===== src/rtl/bus_rr_arbiter4_pkg.sv =====
// Shared types, constants and helpers for the 4-way round-robin bus arbiter.
package bus_arb_pkg;

    localparam int NUM_REQ = 4;

    typedef enum logic {
        IDLE  = 1'b0,
        GRANT = 1'b1
    } state_t;

    // Encode a one-hot (or all-zero) 4-bit vector into a 2-bit index.
    // An all-zero input maps to index 0.
    function automatic logic [1:0] onehot2idx(input logic [NUM_REQ-1:0] oh);
        logic [1:0] idx;
        idx[0] = oh[1] | oh[3];
        idx[1] = oh[2] | oh[3];
        return idx;
    endfunction

endpackage


===== src/rtl/bus_rr_arbiter4_if.sv =====
// Producer/consumer side of the arbiter: four data buses, requests,
// grants/acks and the registered output word with its handshake.
interface bus_rr_arbiter4_if #(
    parameter int BUS_WIDTH = 8
);
    import bus_arb_pkg::*;

    logic [BUS_WIDTH-1:0] A;
    logic [BUS_WIDTH-1:0] B;
    logic [BUS_WIDTH-1:0] C;
    logic [BUS_WIDTH-1:0] D;
    logic [NUM_REQ-1:0]   REQ;
    logic                 READY;
    logic [NUM_REQ-1:0]   GNT;
    logic [1:0]           SEL;
    logic [NUM_REQ-1:0]   ACK;
    logic [BUS_WIDTH-1:0] Y;
    logic                 Y_VALID;

    // Arbiter side.
    modport master (
        input  A, B, C, D, REQ, READY,
        output GNT, SEL, ACK, Y, Y_VALID
    );

    // Producers and consumer side.
    modport slave (
        output A, B, C, D, REQ, READY,
        input  GNT, SEL, ACK, Y, Y_VALID
    );

endinterface


===== src/rtl/bus_rr_arbiter4_rr_pick4.sv =====
// Combinational round-robin picker: returns the first requesting index
// found when scanning ptr, ptr+1, ... modulo 4.
module rr_pick4
    import bus_arb_pkg::*;
(
    input  logic [NUM_REQ-1:0] req,
    input  logic [1:0]         ptr,
    output logic [1:0]         winner,
    output logic               any_req
);

    logic [NUM_REQ-1:0] rot;
    logic [NUM_REQ-1:0] first;

    // Rotate requests so that bit 0 is the current highest-priority index.
    genvar gi;
    generate
        for (gi = 0; gi < NUM_REQ; gi++) begin : g_rot
            assign rot[gi] = req[ptr + 2'(gi)];
        end
    endgenerate

    // Isolate the lowest set bit of the rotated vector, then undo the rotation.
    assign first   = rot & (~rot + NUM_REQ'(1));
    assign winner  = ptr + onehot2idx(first);
    assign any_req = |req;

endmodule


===== src/rtl/bus_rr_arbiter4.sv =====
// Round-robin arbiter and registered output stage for four requesters
// sharing one bus. Grants are held up to MAX_HOLD transfers, and every
// release passes through one IDLE cycle before the next grant.
module bus_rr_arbiter4
    import bus_arb_pkg::*;
#(
    parameter int BUS_WIDTH = 8,
    parameter int MAX_HOLD  = 4
) (
    input  logic                 CLK,
    input  logic                 RST_N,
    bus_rr_arbiter4_if.master    bus
);

    localparam int               HOLD_W    = $clog2(MAX_HOLD + 1);
    localparam logic [HOLD_W-1:0] HOLD_LAST = HOLD_W'(MAX_HOLD - 1);

    state_t               state_reg, state_next;
    logic [1:0]           ptr_reg, ptr_next;
    logic [HOLD_W-1:0]    hold_reg, hold_next;
    logic [NUM_REQ-1:0]   gnt_reg, gnt_next;
    logic [1:0]           sel_reg, sel_next;
    logic [BUS_WIDTH-1:0] y_reg, y_next;
    logic                 y_valid_reg, y_valid_next;

    logic                 cap_en;
    logic                 transfer;
    logic [NUM_REQ-1:0]   ack;
    logic [BUS_WIDTH-1:0] sel_word;
    logic [1:0]           winner;
    logic                 any_req;

    rr_pick4 u_pick (
        .req     (bus.REQ),
        .ptr     (ptr_reg),
        .winner  (winner),
        .any_req (any_req)
    );

    // The output register can take a word when empty or being drained.
    assign cap_en = !y_valid_reg | bus.READY;

    genvar gi;
    generate
        for (gi = 0; gi < NUM_REQ; gi++) begin : g_ack
            assign ack[gi] = gnt_reg[gi] & bus.REQ[gi] & cap_en;
        end
    endgenerate

    assign transfer = |ack;

    // 4:1 data select driven by the registered grant index.
    always_comb begin
        sel_word = bus.A;
        case (sel_reg)
            2'd0:    sel_word = bus.A;
            2'd1:    sel_word = bus.B;
            2'd2:    sel_word = bus.C;
            default: sel_word = bus.D;
        endcase
    end

    // Next-state logic for arbitration, hold counting and the output word.
    always_comb begin
        state_next   = state_reg;
        ptr_next     = ptr_reg;
        hold_next    = hold_reg;
        gnt_next     = gnt_reg;
        sel_next     = sel_reg;
        y_next       = y_reg;
        y_valid_next = y_valid_reg;

        // A transfer overrides the drain so back-to-back words keep Y_VALID high.
        if (transfer) begin
            y_next       = sel_word;
            y_valid_next = 1'b1;
        end else if (y_valid_reg && bus.READY) begin
            y_valid_next = 1'b0;
        end

        case (state_reg)
            IDLE: begin
                if (any_req) begin
                    state_next = GRANT;
                    gnt_next   = NUM_REQ'(1) << winner;
                    sel_next   = winner;
                    hold_next  = '0;
                end
            end
            GRANT: begin
                if (transfer) begin
                    hold_next = hold_reg + HOLD_W'(1);
                end
                // Release when the owner drops, or after its last allowed word.
                if (!bus.REQ[sel_reg] || (transfer && hold_reg == HOLD_LAST)) begin
                    state_next = IDLE;
                    gnt_next   = '0;
                    ptr_next   = sel_reg + 2'd1;
                end
            end
            default: begin
                state_next = IDLE;
                gnt_next   = '0;
            end
        endcase
    end

    // State registers with asynchronous clear.
    always_ff @(posedge CLK or negedge RST_N) begin
        if (!RST_N) begin
            state_reg   <= IDLE;
            ptr_reg     <= '0;
            hold_reg    <= '0;
            gnt_reg     <= '0;
            sel_reg     <= '0;
            y_reg       <= '0;
            y_valid_reg <= 1'b0;
        end else begin
            state_reg   <= state_next;
            ptr_reg     <= ptr_next;
            hold_reg    <= hold_next;
            gnt_reg     <= gnt_next;
            sel_reg     <= sel_next;
            y_reg       <= y_next;
            y_valid_reg <= y_valid_next;
        end
    end

    assign bus.GNT     = gnt_reg;
    assign bus.SEL     = sel_reg;
    assign bus.ACK     = ack;
    assign bus.Y       = y_reg;
    assign bus.Y_VALID = y_valid_reg;

endmodule

===== src/flat_wrapper.sv =====
// flat-port wrapper written by rule: the top's interface ports become plain ports
module bus_rr_arbiter4_flat import bus_arb_pkg::*;
#(
    parameter int BUS_WIDTH = 8,
    parameter int MAX_HOLD  = 4
)
  (CLK, RST_N, bus_A, bus_B, bus_C, bus_D, bus_REQ, bus_READY, bus_GNT, bus_SEL, bus_ACK, bus_Y, bus_Y_VALID);
  bus_rr_arbiter4_if #(.BUS_WIDTH(BUS_WIDTH)) bus_i ();
  input  logic CLK;
  input  logic RST_N;
  input wire logic [$bits(bus_i.A)-1:0] bus_A;
  input wire logic [$bits(bus_i.B)-1:0] bus_B;
  input wire logic [$bits(bus_i.C)-1:0] bus_C;
  input wire logic [$bits(bus_i.D)-1:0] bus_D;
  input wire logic [$bits(bus_i.REQ)-1:0] bus_REQ;
  input wire logic [$bits(bus_i.READY)-1:0] bus_READY;
  output wire logic [$bits(bus_i.GNT)-1:0] bus_GNT;
  output wire logic [$bits(bus_i.SEL)-1:0] bus_SEL;
  output wire logic [$bits(bus_i.ACK)-1:0] bus_ACK;
  output wire logic [$bits(bus_i.Y)-1:0] bus_Y;
  output wire logic [$bits(bus_i.Y_VALID)-1:0] bus_Y_VALID;
  assign bus_i.A = bus_A;
  assign bus_i.B = bus_B;
  assign bus_i.C = bus_C;
  assign bus_i.D = bus_D;
  assign bus_i.REQ = bus_REQ;
  assign bus_i.READY = bus_READY;
  assign bus_GNT = bus_i.GNT;
  assign bus_SEL = bus_i.SEL;
  assign bus_ACK = bus_i.ACK;
  assign bus_Y = bus_i.Y;
  assign bus_Y_VALID = bus_i.Y_VALID;
  bus_rr_arbiter4 #(.BUS_WIDTH(BUS_WIDTH), .MAX_HOLD(MAX_HOLD)) u_core (.CLK(CLK), .RST_N(RST_N), .bus(bus_i));
endmodule

===== config.mk =====
export PLATFORM = sky130hd
export DESIGN_NAME = bus_rr_arbiter4_flat
export DESIGN_NICKNAME = d
export VERILOG_FILES = /design/src/rtl/bus_rr_arbiter4_pkg.sv /design/src/rtl/bus_rr_arbiter4_if.sv /design/src/rtl/bus_rr_arbiter4_rr_pick4.sv /design/src/rtl/bus_rr_arbiter4.sv /design/src/flat_wrapper.sv
export SDC_FILE = /design/constraint.sdc
export NUM_CORES = 1
export LEC_CHECK = 0
export CELL_PAD_IN_SITES_DETAIL_PLACEMENT = 1
export CELL_PAD_IN_SITES_GLOBAL_PLACEMENT = 2
export CORE_MARGIN = 2
export CORE_UTILIZATION = 27
export DETAILED_ROUTE_END_ITERATION = 8
export PLACE_DENSITY_LB_ADDON = 0.1
export SETUP_SLACK_MARGIN = 0.05
export SLEW_MARGIN = 20
export SYNTH_ARGS = -nofsm -noshare
export SYNTH_HDL_FRONTEND = slang
export SYNTH_SLANG_ARGS = --single-unit

===== constraint.sdc =====
create_clock -name CLK -period 2.9 [get_ports CLK]
set_clock_uncertainty 0.05 [all_clocks]
set_input_delay 0.435 -clock CLK [delete_from_list [all_inputs] [get_ports CLK]]
set_output_delay 0.435 -clock CLK [all_outputs]
set_load 0.1 [all_outputs]

==> impl_metrics.env, run 1 <==
export IMPL_fin_util_pct=41.78
export IMPL_cp_slowest_cell="clkdlybuf4s50_1"
export IMPL_ant_nets=0
export IMPL_cts_made_buffers=3
export IMPL_holdWs_ns=0.4631
export IMPL_max_slew_margin_rel_pct=64.16
export IMPL_finish_net_count=252
export IMPL_fillCellCount=591
export IMPL_rsz0062_at_grt="no"
export IMPL_cts_setup_buffers=0
export IMPL_cts_tree="done"
export IMPL_final_hold_violation_count=0
export IMPL_report_final_slew_viol_count=0
export IMPL_ys_ff_latch=21
export IMPL_ir_worst_vdd_v=0.0004901
export IMPL_rows=26
export IMPL_synth_edf_count=0
export IMPL_worstSetupEndpointType="register"
export IMPL_drc=0
export IMPL_tns_ns=0
export IMPL_hold_class="reg -> reg"
export IMPL_path_class="in -> reg"
export IMPL_cts_resized=0
export IMPL_synth_cell_type_count=46
export IMPL_crit_chain="clkdlybuf4s50_1, buf_4, o21ai_0, a21boi_0, ha_1, xor2_1, a21oi_1, o32ai_1"
export IMPL_initial_core_util_pct=28.50
export IMPL_drive_above_1_share_pct=25.37
export IMPL_fmax_mhz=418.6
export IMPL_die_w_um=77.89
export IMPL_core_mm2=0.005172
export IMPL_dp_hpwl_mm=3.789
export IMPL_drt_iter0_markers=82
export IMPL_final_cells=275
export IMPL_cap_violations=0
export IMPL_viasPerCell=4.985
export IMPL_synth_nets=194
export IMPL_pre_cts_slack_ns=0.2360
export IMPL_grt_pass1_wl_mm=7.410
export IMPL_syn_cell_area_mm2=0.001474
export IMPL_vias=1371
export IMPL_ys_warn_count=0
export IMPL_synthSimpleGateAreaFrac_pct=14.94
export IMPL_clk_latency_ns=0.26
export IMPL_synth_flop_cell="dfrtp_1"
export IMPL_busiest_layer="met2"
export IMPL_synth_top_family_by_area="compound AO/OA/AOI/OAI gates"
export IMPL_p_total_mw=2.474
export IMPL_die_area_mm2=0.006066
export IMPL_cts_sinks=21
export IMPL_grt_util_met3_pct=2.093
export IMPL_grt_ovfl_total=0
export IMPL_grt_usage_pct=15.31
export IMPL_clkTransAtPathRegs_ns=0.08
export IMPL_critPathMaxFanout=8
export IMPL_port_buffer_count=57
export IMPL_cts_htree_levels=1
export IMPL_avgSynthCellArea_um2=9.959
export IMPL_postPlaceCellArea_mm2=0.002115
export IMPL_largest_reg_flops=8
export IMPL_syn_to_final_growth_pct=46.60
export IMPL_die_y_um=77.89
export IMPL_grt_pass1_vias=1470
export IMPL_clockBufferDepth=2
export IMPL_cpPeakStageDelay_ns=0.55
export IMPL_status="finished, final reports clean"
export IMPL_power_density_mw_per_mm2=1145
export IMPL_grtUsageMet1_pct=20.33
export IMPL_fin_area_mm2=0.002161
export IMPL_async_reset_ff_share_pct=100.0
export IMPL_post_route_min_period_ns=2.389
export IMPL_gp_congestion=0.7583
export IMPL_setup_slack_ns=0.5109
export IMPL_startpoint_type="input port"
export IMPL_drt_first_pass_iters=4
export IMPL_hold_buffers=0
export IMPL_synthMuxAreaShare_pct=11.54
export IMPL_wl_per_cell_um=16.91
export IMPL_antenna_found_initial=0
export IMPL_root_buffer="clkbuf_8"
export IMPL_routed_wl_mm=4.651
export IMPL_layout_commonest_cell="clkdlybuf4s50_1"
export IMPL_synth_xor_area_share_pct=1.783
export IMPL_placedCellCount=271
export IMPL_synth_cells=148
export IMPL_layout_common_cells="clkdlybuf4s50_1 (38), buf_4 (21), dfrtp_1 (21), nand2_1 (15), o21ai_0 (13)"
export IMPL_synth_adder_area_share_pct=5.942
export IMPL_antenna_cells=0
export IMPL_tightestPinTransition_ns=0.5375
export IMPL_seq_area_frac_synth_pct=35.65
export IMPL_p_leak_nw=0.9004
export IMPL_grt_max_degree=22
export IMPL_fin_crit_sh_pct=82.38
export IMPL_ios=58
export IMPL_required_ns=3.02
export IMPL_grt_use_met2_pct=26.38
export IMPL_synth_compound_area_share_pct=23.43
export IMPL_critPathArrivalTime_ns=2.50
export IMPL_finalSetupViolations=0
cell families after synthesis:
group,count (synthesis)
xor+xnor,3
compound gates,46
simple gates,37
mux,15
fa+ha+maj,7
buf+inv,19
flops,21
where the power goes:
part | internal (mW) | leakage [nW] | switching (mW)
combinational | 0.550 | 0.610 | 1.18
sequential | 0.417 | 0.265 | 0.132
clock | 0.0957 | 0.0255 | 0.101
cells in the mapped netlist (all sizes together) (4+ instances only):
| master | n | share of area, % |
|---|---|---|
| o21ai | 13 | 4.4 |
| a21oi | 6 | 2.0 |
| ha | 7 | 5.9 |
| nor3 | 4 | 2.0 |
| inv | 9 | 2.3 |
| and3 | 4 | 1.8 |
| mux2 | 13 | 10 |
| dfrtp | 21 | 36 |
| buf | 9 | 4.2 |
| o32ai | 4 | 2.4 |
| nand2 | 15 | 3.8 |
| a222oi | 8 | 5.4 |
final cells by class:
cell class / count / area [µm²] / area share [%]
clock buffers: 3 / 41.29 / 1.911
clock inverters: 1 / 5.005 / 0.2316
inverters: 9 / 33.78 / 1.563
multi-input cells: 108 / 849.6 / 39.32
flip-flops and latches: 21 / 525.5 / 24.32
well taps: 70 / 87.58 / 4.053
repair buffers: 63 / 618.1 / 28.60
per-layer routing:
| metal | part of all wire (%) | wire, µm | vias up |
|---|---|---|---|
| met1 | 45 | 2110 | 680 |
| met4 | 0.52 | 24 | 0 |
| met2 | 51 | 2395 | 21 |
| met3 | 2.6 | 121 | 2 |
| met5 | 0 | 0 | - |
| li1 | - | - | 668 |
critical path, delay by kind of cell:
family                   cells  cell delay (ns)
buffers and inverters        2             0.78
AO/OA/AOI/OAI                4             0.79
adder cells (fa/ha/maj)      1             0.25
XOR/XNOR                     1             0.26
path summary, 6_finish.rpt:
| kind | startpoint | to | slack (ns) | depth (start not counted) |
|---|---|---|---|---|
| worst max register to register | u_core.ptr_reg[1]$_DFFE_PN0P_ | u_core.bus.GNT[1]$_DFFE_PN0P_ | 0.76 | 8 |
| min in group asynchronous | RST_N | u_core.bus.Y_VALID$_DFFE_PN0P_ | 0.47 | 2 |
| worst min-delay path | u_core.bus.Y[4]$_DFFE_PN0P_ | u_core.bus.Y[4]$_DFFE_PN0P_ | 0.46 | 1 |
| max in group asynchronous | RST_N | u_core.bus.Y[1]$_DFFE_PN0P_ | 2.10 | 2 |
| worst max-delay path | bus_REQ[0] | u_core.bus.GNT[1]$_DFFE_PN0P_ | 0.51 | 8 |
| worst min register to register | u_core.bus.Y[4]$_DFFE_PN0P_ | u_core.bus.Y[4]$_DFFE_PN0P_ | 0.46 | 1 |
(Power assumes the default switching activity.)
==> run 2, diff against run 1 <==
Settings changed: CORE_UTILIZATION 27 to 25.
Clock period 2.9 ns to 2.2 ns, I/O delays scaled along.
==> run 2 against run 1 <==
- highest routed layer unchanged
- sequential power rose by 32%
- non-clock buffer count rose by 8
- cell area rose by 5.0%
- power rose by 37%
- global-route usage rose by 0.29 points
- critical path type unchanged
- worst hold slack got worse by 0.092 ns
- core utilization fell by 1.3 points
- register-to-register slack got worse by 0.47 ns
==> impl_metrics.env, run 2 (synthesis gave the netlist of run 1 again) <==
export IMPL_drt_iter0_markers=65
export IMPL_wl_per_cell_um=16.82
export IMPL_drive_above_1_share_pct=32.86
export IMPL_ios=58
export IMPL_rsz0062_at_grt="yes"
export IMPL_hold_buffers=0
export IMPL_combPwrFrac_pct=71.3
export IMPL_finalSetupViolations=0
export IMPL_report_final_slew_viol_count=0
export IMPL_required_ns=2.30
export IMPL_reg2reg_slack_ns=0.29
export IMPL_clkTransAtPathRegs_ns=0.08
export IMPL_grt_max_degree=22
export IMPL_status="finished, final reports clean"
export IMPL_routed_wl_mm=4.795
export IMPL_cts_setup_buffers=0
export IMPL_antenna_cells=0
export IMPL_syn_to_final_growth_pct=53.91
export IMPL_cts_htree_levels=1
export IMPL_finish_net_count=260
export IMPL_p_total_mw=3.389
export IMPL_pre_cts_slack_ns=-0.4015
export IMPL_pwr_share_seq_pct=21.3
export IMPL_postPlaceCellArea_mm2=0.002185
export IMPL_drt_met1_wl_mm=2.060
export IMPL_fillCellCount=648
export IMPL_path_class="in -> reg"
export IMPL_grt_pass1_vias=1599
export IMPL_critPathMaxFanout=2
export IMPL_setup_slack_ns=0.1396
export IMPL_grt_ovfl_total=0
export IMPL_final_hold_violation_count=0
export IMPL_post_route_min_period_ns=2.060
export IMPL_initial_core_util_pct=26.28
export IMPL_ant_nets=0
export IMPL_pwr_share_clk_pct=7.4
export IMPL_core_mm2=0.005608
export IMPL_port_buffer_count=57
export IMPL_p_sw_share_pct=55.75
export IMPL_critPathArrivalTime_ns=2.16
export IMPL_clk_latency_ns=0.25
export IMPL_netSwitchingPower_mw=1.889
export IMPL_layout_common_cells="clkdlybuf4s50_1 (35), buf_4 (29), dfrtp_1 (18), nand2_1 (15)"
export IMPL_startpoint_type="input port"
export IMPL_layout_commonest_cell="clkdlybuf4s50_1"
export IMPL_drc=0
export IMPL_cts_made_buffers=3
export IMPL_p_leak_nw=0.9551
export IMPL_grt_pass1_wl_mm=7.838
export IMPL_fmax_mhz=485.3
export IMPL_die_area_mm2=0.006526
export IMPL_routed_wl_met2_mm=2.248
export IMPL_cts_tree="done"
export IMPL_routed_top_layer="met4"
export IMPL_fin_crit_sh_pct=93.66
export IMPL_hold_class="in -> async"
export IMPL_fin_area_mm2=0.002268
export IMPL_vias=1431
export IMPL_grt_usage_pct=15.60
export IMPL_clockBufferDepth=2
export IMPL_p_int_mw=1.500
export IMPL_ir_worst_vdd_v=0.0007021
export IMPL_fin_util_pct=40.45
export IMPL_drt_first_pass_iters=4
export IMPL_die_y_um=80.79
export IMPL_viasPerCell=5.021
export IMPL_largest_reg_flops=8
export IMPL_rows=27
export IMPL_gp_congestion=0.6732
export IMPL_root_buffer="clkbuf_8"
export IMPL_wl_met3_um=439
export IMPL_worstSetupEndpointType="register"
export IMPL_max_slew_margin_rel_pct=68.58
export IMPL_power_density_mw_per_mm2=1494
export IMPL_antenna_found_initial=0
export IMPL_cts_sinks=21
export IMPL_tightestPinTransition_ns=0.4713
export IMPL_dp_hpwl_mm=3.810
export IMPL_die_w_um=80.79
export IMPL_cap_violations=0
## run 2: cell count changes in the layout (fill, tap and decap cells not counted), sizes merged
cell / previous run / this run
dlygate4sd2: 0 / 2
dlymetal6s2s: 0 / 1
buf: 25 / 33
clkbuf: 3 / 4
clkinv: 1 / 0
clkdlybuf4s50: 38 / 35
## run 2: what timing repair did
item | CTS | global route
gates resized for setup | 5 | 7
pin swaps | 0 | 3
endpoints found under the setup margin | 5 | 6
## run 2: cell type report
type                    count  area (µm²)  share of cell area, %
repair buffers             71       678.2                  29.90
clock buffers               4       45.04                  1.986
flip-flops and latches     21       529.3                  23.33
well taps                  72       90.09                  3.971
inverters                   9       33.78                  1.489
multi-input cells         108       892.1                  39.33
## run 2: power groups by stage
stage / clock network [mW] / registers (mW) / logic [mW]
5_1_grt: 0.285 / 0.755 / 2.58
6_report: 0.251 / 0.723 / 2.42
3_3_place_gp: 0 / 0.715 / 2.33
3_5_place_dp: 0 / 0.726 / 2.37
4_1_cts: 0.265 / 0.721 / 2.39
2_1_floorplan: 0 / 1.52 / 0.929
## run 2: per-stage QoR
stage | std cells | hold WS [ns] | TNS, ns
after global routing | 285 | 0.3870 | 0
after CTS | 285 | 0.3836 | 0
after detailed placement | 281 | 0.4457 | -3.077
after floorplan | 148 | -0.01559 | 0
final | 285 | 0.3714 | 0
after global placement | 281 | 0.4410 | -1.511
## run 2: metal layers
layer / vias to the layer above / global-route usage, %
met5: - / 0
met4: 0 / 4.576
met3: 4 / 3.000
met2: 56 / 27.83
met1: 689 / 19.08
li1: 682 / -
## run 2: path summary, 6_finish.rpt
check | from | to | cells after the start
min | RST_N | u_core.bus.Y[5]$_DFFE_PN0P_ | 2
max reg2reg | u_core.ptr_reg[1]$_DFFE_PN0P_ | u_core.bus.GNT[0]$_DFFE_PN0P_ | 8
max | bus_REQ[3] | u_core.bus.GNT[0]$_DFFE_PN0P_ | 9
max in group asynchronous | RST_N | u_core.bus.GNT[0]$_DFFE_PN0P_ | 2
min in group CLK | u_core.bus.Y[3]$_DFFE_PN0P_ | u_core.bus.Y[3]$_DFFE_PN0P_ | 1
min reg2reg | u_core.bus.Y[3]$_DFFE_PN0P_ | u_core.bus.Y[3]$_DFFE_PN0P_ | 1
## run 2: critical path, cell delays in order
cell,delay [ns]
clkdlybuf4s50_1,0.48
nor2b_4,0.15
a21oi_1,0.05
o21ai_1,0.18
a21boi_2,0.23
ha_4,0.18
xor2_2,0.18
a21oi_1,0.08
o32ai_1,0.29
